$ cat src/rtl/serial_subtractor_pkg.sv
// Shared types and constants for the bit-serial subtractor.
package serial_subtractor_pkg;

  localparam int DEFAULT_WIDTH = 8;

  typedef enum logic [1:0] {
    IDLE  = 2'd0,
    SHIFT = 2'd1,
    DONE  = 2'd2
  } state_t;

endpackage

$ cat src/rtl/half_subtractor.sv
// Half subtractor: single-bit a - b with borrow out.
module half_subtractor (
  input  logic a,
  input  logic b,
  output logic diff,
  output logic bout
);

  // Difference bit and borrow are pure combinational functions of the inputs.
  assign diff = a ^ b;
  assign bout = ~a & b;

endmodule

$ cat src/rtl/serial_subtractor.sv
// Bit-serial LSB-first subtractor: diff = a - b over WIDTH cycles using one
// full-subtractor cell (two half subtractors) and a registered borrow.
// Optional feature macro: SERIAL_SUBTRACTOR_OVF_EN adds a registered signed
// overflow output (ovf).
//
//   state | meaning
//   IDLE  | waiting for start; outputs hold the last result
//   SHIFT | one bit of a - b processed per cycle, LSB first
//   DONE  | result final, done pulses; a start here begins the next operation
module serial_subtractor
  import serial_subtractor_pkg::*;
#(
  parameter int WIDTH = DEFAULT_WIDTH
) (
  input  logic             clk,
  input  logic             rst_n,
  input  logic             start,
  input  logic [WIDTH-1:0] a,
  input  logic [WIDTH-1:0] b,
  output logic             busy,
  output logic             done,
  output logic [WIDTH-1:0] diff,
`ifdef SERIAL_SUBTRACTOR_OVF_EN
  output logic             ovf,
`endif
  output logic             bout
);

  localparam int CNT_W = $clog2(WIDTH + 1);
  localparam logic [CNT_W-1:0] CNT_LAST = CNT_W'(WIDTH - 1);

  state_t           state;
  state_t           state_next;
  logic             load;
  logic             shift_en;
  logic             last_bit;

  logic [WIDTH-1:0] a_sr;
  logic [WIDTH-1:0] b_sr;
  logic [WIDTH-1:0] res;
  logic [WIDTH-1:0] res_shift;
  logic             borrow;
  logic [CNT_W-1:0] cnt;

  logic             hs0_diff;
  logic             hs0_bout;
  logic             cell_diff;
  logic             hs1_bout;
  logic             borrow_next;

  half_subtractor u_hs0 (
    .a    (a_sr[0]),
    .b    (b_sr[0]),
    .diff (hs0_diff),
    .bout (hs0_bout)
  );

  half_subtractor u_hs1 (
    .a    (hs0_diff),
    .b    (borrow),
    .diff (cell_diff),
    .bout (hs1_bout)
  );

  assign borrow_next = hs0_bout | hs1_bout;
  assign last_bit    = (cnt == CNT_LAST);

  // The new bit enters at the MSB so the result lines up after WIDTH shifts.
  if (WIDTH == 1) begin : g_res_one
    assign res_shift = cell_diff;
  end else begin : g_res_multi
    assign res_shift = {cell_diff, res[WIDTH-1:1]};
  end

  // State register.
  always_ff @(posedge clk or negedge rst_n) begin
    if (!rst_n) begin
      state <= IDLE;
    end else begin
      state <= state_next;
    end
  end

  // Next-state and datapath control. DONE always leaves after one cycle; a
  // start seen there is accepted directly, giving one operation per WIDTH+1
  // cycles when start is held high.
  always_comb begin
    state_next = state;
    load       = 1'b0;
    shift_en   = 1'b0;
    case (state)
      IDLE: begin
        if (start) begin
          load       = 1'b1;
          state_next = SHIFT;
        end
      end
      SHIFT: begin
        shift_en = 1'b1;
        if (last_bit) begin
          state_next = DONE;
        end
      end
      DONE: begin
        if (start) begin
          load       = 1'b1;
          state_next = SHIFT;
        end else begin
          state_next = IDLE;
        end
      end
      default: begin
        state_next = IDLE;
      end
    endcase
  end

  // Operand shift registers, result register, borrow flop and bit counter.
  always_ff @(posedge clk or negedge rst_n) begin
    if (!rst_n) begin
      a_sr   <= '0;
      b_sr   <= '0;
      res    <= '0;
      borrow <= 1'b0;
      cnt    <= '0;
    end else if (load) begin
      a_sr   <= a;
      b_sr   <= b;
      borrow <= 1'b0;
      cnt    <= '0;
    end else if (shift_en) begin
      a_sr   <= a_sr >> 1;
      b_sr   <= b_sr >> 1;
      res    <= res_shift;
      borrow <= borrow_next;
      cnt    <= cnt + CNT_W'(1);
    end
  end

`ifdef SERIAL_SUBTRACTOR_OVF_EN
  logic a_msb;
  logic b_msb;
  logic ovf_q;

  // Operand sign bits are latched at accept; overflow is resolved on the
  // last bit, when the cell output is the result sign bit.
  always_ff @(posedge clk or negedge rst_n) begin
    if (!rst_n) begin
      a_msb <= 1'b0;
      b_msb <= 1'b0;
      ovf_q <= 1'b0;
    end else if (load) begin
      a_msb <= a[WIDTH-1];
      b_msb <= b[WIDTH-1];
    end else if (shift_en && last_bit) begin
      ovf_q <= (a_msb ^ b_msb) & (a_msb ^ cell_diff);
    end
  end

  assign ovf = ovf_q;
`endif

  assign busy = (state == SHIFT);
  assign done = (state == DONE);
  assign diff = res;
  assign bout = borrow;

endmodule

$ cat config.mk
export PLATFORM = sky130hd
export DESIGN_NAME = serial_subtractor
export DESIGN_NICKNAME = d
export VERILOG_FILES = /design/src/rtl/serial_subtractor_pkg.sv /design/src/rtl/half_subtractor.sv /design/src/rtl/serial_subtractor.sv
export SDC_FILE = /design/constraint.sdc
export NUM_CORES = 1
export LEC_CHECK = 0
export CORE_MARGIN = 2
export CORE_UTILIZATION = 47
export CTS_CLUSTER_SIZE = 14
export DETAILED_ROUTE_END_ITERATION = 10
export PLACE_DENSITY = 0.81
export SETUP_SLACK_MARGIN = 0.02
export SLEW_MARGIN = 20
export SYNTH_ARGS = -nofsm -noshare
export SYNTH_HDL_FRONTEND = slang
export SYNTH_HIERARCHICAL = 1
export SYNTH_SLANG_ARGS = --single-unit
$ cat constraint.sdc
create_clock -name clk -period 2.35 [get_ports clk]
set_input_delay 0.235 -clock clk [delete_from_list [all_inputs] [get_ports clk]]
set_output_delay 0.235 -clock clk [all_outputs]
set_load 0.1 [all_outputs]
==> flow_summary.ini, run 1 <==
[clock_network]
clock_latency_ns = 0.34
root_buffer = clkbuf_4
numCtsBuffers = 5
cts_tree = done
cts-resized-gates = 0
clock_path_buffers = 2
cts.clk_slew.worst_paths_ns = 0.11
cts_max_level = 2
hold_buffers = 0
post_cts_buffers = 0
cts.sinks = 31

[final_layout]
syn2layout_area_growth_pct = 24.3
finalNetCount = 203
diodes = 0
final_layout_size_suffix_gt1_frac = 0.137
finalInstanceArea_um2 = 1740

[worst_setup_path]
crit_path_cell_trace = nand2b_1 > inv_6 > buf_12
endpoint_kind = output port
worstPathRequired_ns = 2.12
crit_type = reg -> out
critPathBufInv = 2
crit_family = buffers and inverters
startpoint_type = flop
critical_path.max_fanout = 30
reg2reg_slack_ns = 1.05
slowest_stage = dfrtp_1
critPathArrivalTime_ns = 1.37
cpPeakStageDelay_ns = 0.39

[sta]
skew_ns = 0.0159
hold_viol = 0
fin_tns_setup_ns = 0
period_share = 0.683
min_period_ns = 1.61
relSlewSlack = 0.742
grt_setup_unrepaired = no
worst_pin_slew_ns = 0.386
drv_slew = 0
finalSetupViolCount = 0
fmax_mhz = 623

[drt]
firstDrtPassIters = 7
drc = 2
vias = 1100
via_per_inst = 5.16
antenna_left = 0
first_iter_violations = 44
wl_um = 2810
post_drt_wl_per_cell_um = 13.2

[place]
gp_congestion = 0.810
dp_hpwl_um = 1880
port_buffers = 29
dpl-instance-area_um2 = 1660

[floorplanning]
die_h_um = 58.6
fp.dieW_um = 58.6
rows = 19
ios = 30
die-area_um2 = 3440
core-area_um2 = 2810
start_util = 0.500

[synth]
syn_area_um2 = 1400
syn_avg_cell_area_um2 = 9.23
synth-xor-area-share = 0.0125
muxShareOfSynthArea = 0.00714
synthAdderAreaFrac = 0.0268
synth_cells = 152
synth-seq-area-share = 0.553
yosys.area_share.simple = 0.236
ys_warn_count = 6
synth_seq_cells = 31
synth_compound_area_frac = 0.0892
synth_top_family_by_area = simple AND/OR/NAND/NOR gates
synth_cell_types = 28
syn-num-nets = 174

[run_status]
outcome = finished with violations
violations = DRC

[global_route]
grt_pass1_vias = 1027
antenna_found_initial = 0
grt_pass1_wl_um = 4630
overflow = 0
grt_use_total = 0.187
grt_max_degree = 32

[flow_run]
drv_cap = 0

[min_path]
hold_path_class = in -> async
-- synthesized netlist by cell type --
cell | n | area [um2]
nand2_1 | 54 | 203
dfrtp_1 | 31 | 776
nor2_1 | 16 | 60.1
a31oi_1 | 12 | 75.1
inv_1 | 4 | 15.0
buf_2 | 3 | 15.0
ha_1 | 3 | 37.5
nor3_1 | 3 | 15.0
a22o_1 | 2 | 17.5
and2b_1 | 2 | 15.0
buf_6 | 2 | 22.5
buf_8 | 2 | 30.0
clkbuf_1 | 2 | 7.51
nand2b_1 | 2 | 12.5
a21oi_1 | 1 | 5.00
a21oi_2 | 1 | 8.76
a22oi_1 | 1 | 7.51
buf_4 | 1 | 7.51
inv_6 | 1 | 8.76
mux2i_1 | 1 | 10.0
nand3_1 | 1 | 5.00
nand3b_1 | 1 | 7.51
nand4_1 | 1 | 6.26
nor2_2 | 1 | 6.26
o21ai_0 | 1 | 5.00
o22ai_1 | 1 | 6.26
xnor2_1 | 1 | 8.76
xor2_1 | 1 | 8.76
-- cells by family (layout without fill, tap and decap cells) --
| kind of cell | after synthesis | count (layout) |
|---|---|---|
| and+or+nand+nor | 81 | 81 |
| DFF | 31 | 31 |
| AOI/OAI and AO/OA | 19 | 19 |
| buffers and inverters | 15 | 45 |
| adders and majority gates | 3 | 3 |
| xor gates and xnor gates | 2 | 2 |
| muxes | 1 | 1 |
-- through the flow --
| step | std cells | utilization | worst slack (ns) | hold slack (ns) |
|---|---|---|---|---|
| floorplan | 152 | - | 0.861 | -0.0606 |
| global placement | 205 | 0.591 | 1.03 | 0.463 |
| detailed placement | 205 | 0.591 | 0.978 | 0.478 |
| CTS | 213 | 0.621 | 0.725 | 0.273 |
| global route | 213 | 0.621 | 0.669 | 0.292 |
| finish | 213 | 0.621 | 0.744 | 0.275 |
-- layer usage --
metal,global-route usage,up-vias,routed length [um]
met4,0.0779,0,22
li1,-,548,-
met2,0.297,22,1370
met3,0.0637,2,159
met5,0,-,0
met1,0.235,528,1250
-- flip-flops by register name (all words and copies together) (netlist names) --
name and cells:
a_sr 8, b_sr 8, bout 1, cnt 4, diff 8, state 2
-- layout by cell type (no fill, tap or decap), types with 2 or more instances in the layout --
| cell | count |
|---|---|
| nand2_1 | 54 |
| dfrtp_1 | 31 |
| clkdlybuf4s50_1 | 18 |
| nor2_1 | 16 |
| buf_4 | 13 |
| a31oi_1 | 12 |
| clkbuf_4 | 5 |
| inv_1 | 4 |
| nor3_1 | 3 |
| ha_1 | 3 |
| nand2b_1 | 2 |
| and2b_1 | 2 |
| a22o_1 | 2 |
-- worst paths after layout --
| path | start | end | depth (start not counted) |
|---|---|---|---|
| max in group asynchronous | rst_n | a_sr[7] | 2 |
| worst max register to register | a_sr[0] | bout | 7 |
| worst min register to register | cnt[3] | state[1] | 1 |
| worst max-delay path | state[1] | busy | 3 |
| worst min-delay path | rst_n | a_sr[3] | 2 |
| min in group clk | b[7] | b_sr[7] | 3 |
-- final cells by class --
cell class / count / area (um2)
tap: 31 / 38.8
sequential: 31 / 776
clock inverter: 2 / 35.0
timing repair buffer: 32 / 298
multi-input combinational: 106 / 520
inverter: 5 / 23.8
fill: 248 / 1060
clock buffer: 6 / 51.3
Power of run 1 is left out: the tool's default activity adds up to more than one toggle a clock period on the data nets, which glitch-free logic cannot reach.
==> inputs of run 2 (changes only) <==
- CORE_UTILIZATION: 47 -> 45
- clock period: 2.35 -> 1.4 ns (I/O delays scaled with it)
==> run 2 against run 1 <==
The flow now finishes without violations. Register-to-register slack got worse by 0.99 ns. First-iteration DRC count grew 39%. Sequential cell count did not move. Core utilization grew 3.0 points. Via count rose by 5.2%. Worst setup slack lost 0.68 ns. Worst hold slack worse by 0.069 ns. Cell area is 12% higher. Critical path depth down 1. Clock-buffer cell count grew 2. Global-route usage up 1.8 points. Routed wire length grew 12%. Critical endpoint is now done.
==> flow_summary.ini, run 2 (synthesis gave the netlist of run 1 again) <==
[drt]
firstDrtPassIters = 4
post_drt_wl_per_cell_um = 14.0
antenna_left = 0
vias = 1157
first_iter_violations = 61
via_per_inst = 5.14
drc = 0
wl_um = 3160

[flow_run]
drv_cap = 0

[final_layout]
final_util = 0.652
syn2layout_area_growth_pct = 39.5
finalNetCount = 213
final_layout_size_suffix_gt1_frac = 0.198
diodes = 0
final_cell_mix = nand2_1 (54), dfrtp_1 (30), clkdlybuf4s50_1 (18), nor2_1 (16)
final_cells = 225
mostFrequentLayoutCell = nand2_1

[sta]
min_period_ns = 1.34
relSlewSlack = 0.740
hold_viol = 0
skew_ns = 0.00386
grt_setup_unrepaired = yes
finalSetupViolCount = 0
period_share = 0.956
fmax_mhz = 747
worst_pin_slew_ns = 0.390
drv_slew = 0

[power]
swShare = 0.476
p_switching_mw = 2.60
internal-power_mw = 2.86
clockPowerShare = 0.107
combPwrFrac = 0.590
p_seq_frac = 0.303
max-vdd-ir-drop_v = 0.00191
power.density_nw_per_um2 = 2790
power.leakage_nw = 0.938

[place]
gp_congestion = 0.762
dp.cells = 210
dp_hpwl_um = 2010
port_buffers = 29

[worst_setup_path]
endpoint_kind = output port
crit_path_cell_trace = and2b_2 > buf_12
slowest_stage = dfrtp_1
worstPathRequired_ns = 1.26
crit_type = reg -> out
critPathBufInv = 1
startpoint_type = flop
crit_family = flip-flops
cpPeakStageDelay_ns = 0.44
critPathArrivalTime_ns = 1.20
critical_path.max_fanout = 3

[run_status]
outcome = finished clean

[clock_network]
clock_path_buffers = 2
cts_tree = done
cts.clk_slew.worst_paths_ns = 0.09
cts_max_level = 2
numCtsBuffers = 5
clock_latency_ns = 0.32
root_buffer = clkbuf_4
cts.sinks = 31
hold_buffers = 0

[global_route]
grt_pass1_vias = 1164
grt_max_degree = 32
overflow = 0
grt_use_total = 0.205
grt_pass1_wl_um = 5290
antenna_found_initial = 0

[floorplanning]
rows = 20
start_util = 0.467
ios = 30
die_h_um = 59.8
core-area_um2 = 3000
fp.dieW_um = 59.8
die-area_um2 = 3580

[min_path]
hold_path_class = in -> async
[run 2: cell count changes in the layout (fill, tap and decap cells not counted), sizes merged]
cell / before / now
buf: 14 / 23
clkbuf: 6 / 8
bufinv: 1 / 0
clkinv: 1 / 0
inv: 5 / 6
[run 2: cell type report]
cell class,instances,area (um2)
Timing Repair Buffer,41,503
Tap cell,33,41.3
Clock buffer,8,68.8
Fill cell,249,1050
Sequential cell,31,777
Multi-Input combinational cell,106,534
Timing Repair inverter,1,6.26
Inverter,5,26.3
[run 2: power by group through the flow]
stage / registers, mW / logic, mW / clock network (mW)
6_report: 1.66 / 3.23 / 0.583
5_1_grt: 1.72 / 3.46 / 0.648
4_1_cts: 1.66 / 3.19 / 0.598
3_5_place_dp: 1.66 / 2.96 / 0
3_3_place_gp: 1.64 / 2.87 / 0
2_1_floorplan: 2.39 / 1.34 / 0
[run 2: routing by layer]
| metal | routed length, um | vias up | global-route usage | share of wire |
|---|---|---|---|---|
| met3 | 175 | 4 | 0.0519 | 0.055 |
| met1 | 1400 | 548 | 0.260 | 0.44 |
| met4 | 48 | 0 | 0.0952 | 0.015 |
| li1 | - | 571 | - | - |
| met2 | 1530 | 34 | 0.326 | 0.49 |
| met5 | 0 | - | 0 | 0 |
[run 2: path summary, 6_finish.rpt]
path,start,slack (ns),cells past startpoint,end
worst max register to register,a_sr[0],0.06,7,bout
min in group clk,b[4],0.39,3,b_sr[4]
worst min register to register,cnt[3],0.48,1,state[1]
worst min-delay path,rst_n,0.21,2,a_sr[5]
worst max-delay path,state[0],0.06,2,done
max in group asynchronous,rst_n,0.89,2,bout
[run 2: timing repair]
action	in CTS	in global routing
buffers inserted	5	2
setup endpoints to repair	1	8
pin swaps	0	1
gates resized for setup	3	3
gates cloned	1	0
[run 2: metrics by stage]
| step | hold slack, ns | area, um2 | setup WS, ns | total power, mW | TNS, ns |
|---|---|---|---|---|---|
| floorplan | -0.156 | 1400 | 0.100 | 3.73 | 0 |
| global placement | 0.458 | 1810 | 0.117 | 4.51 | 0 |
| detailed placement | 0.475 | 1810 | 0.0730 | 4.62 | 0 |
| CTS | 0.210 | 1950 | 0.0209 | 5.44 | 0 |
| global route | 0.213 | 1960 | -0.00996 | 5.82 | -0.00996 |
| finish | 0.206 | 1960 | 0.0621 | 5.47 | 0 |
Note: power is estimated with default switching activity, not from simulation.
==> inputs of run 3 (changes only) <==
- SKIP_LAST_GASP: not set -> 1
==> results of run 3 <==
Final layout, timing and power as in run 2 (identical DEF).
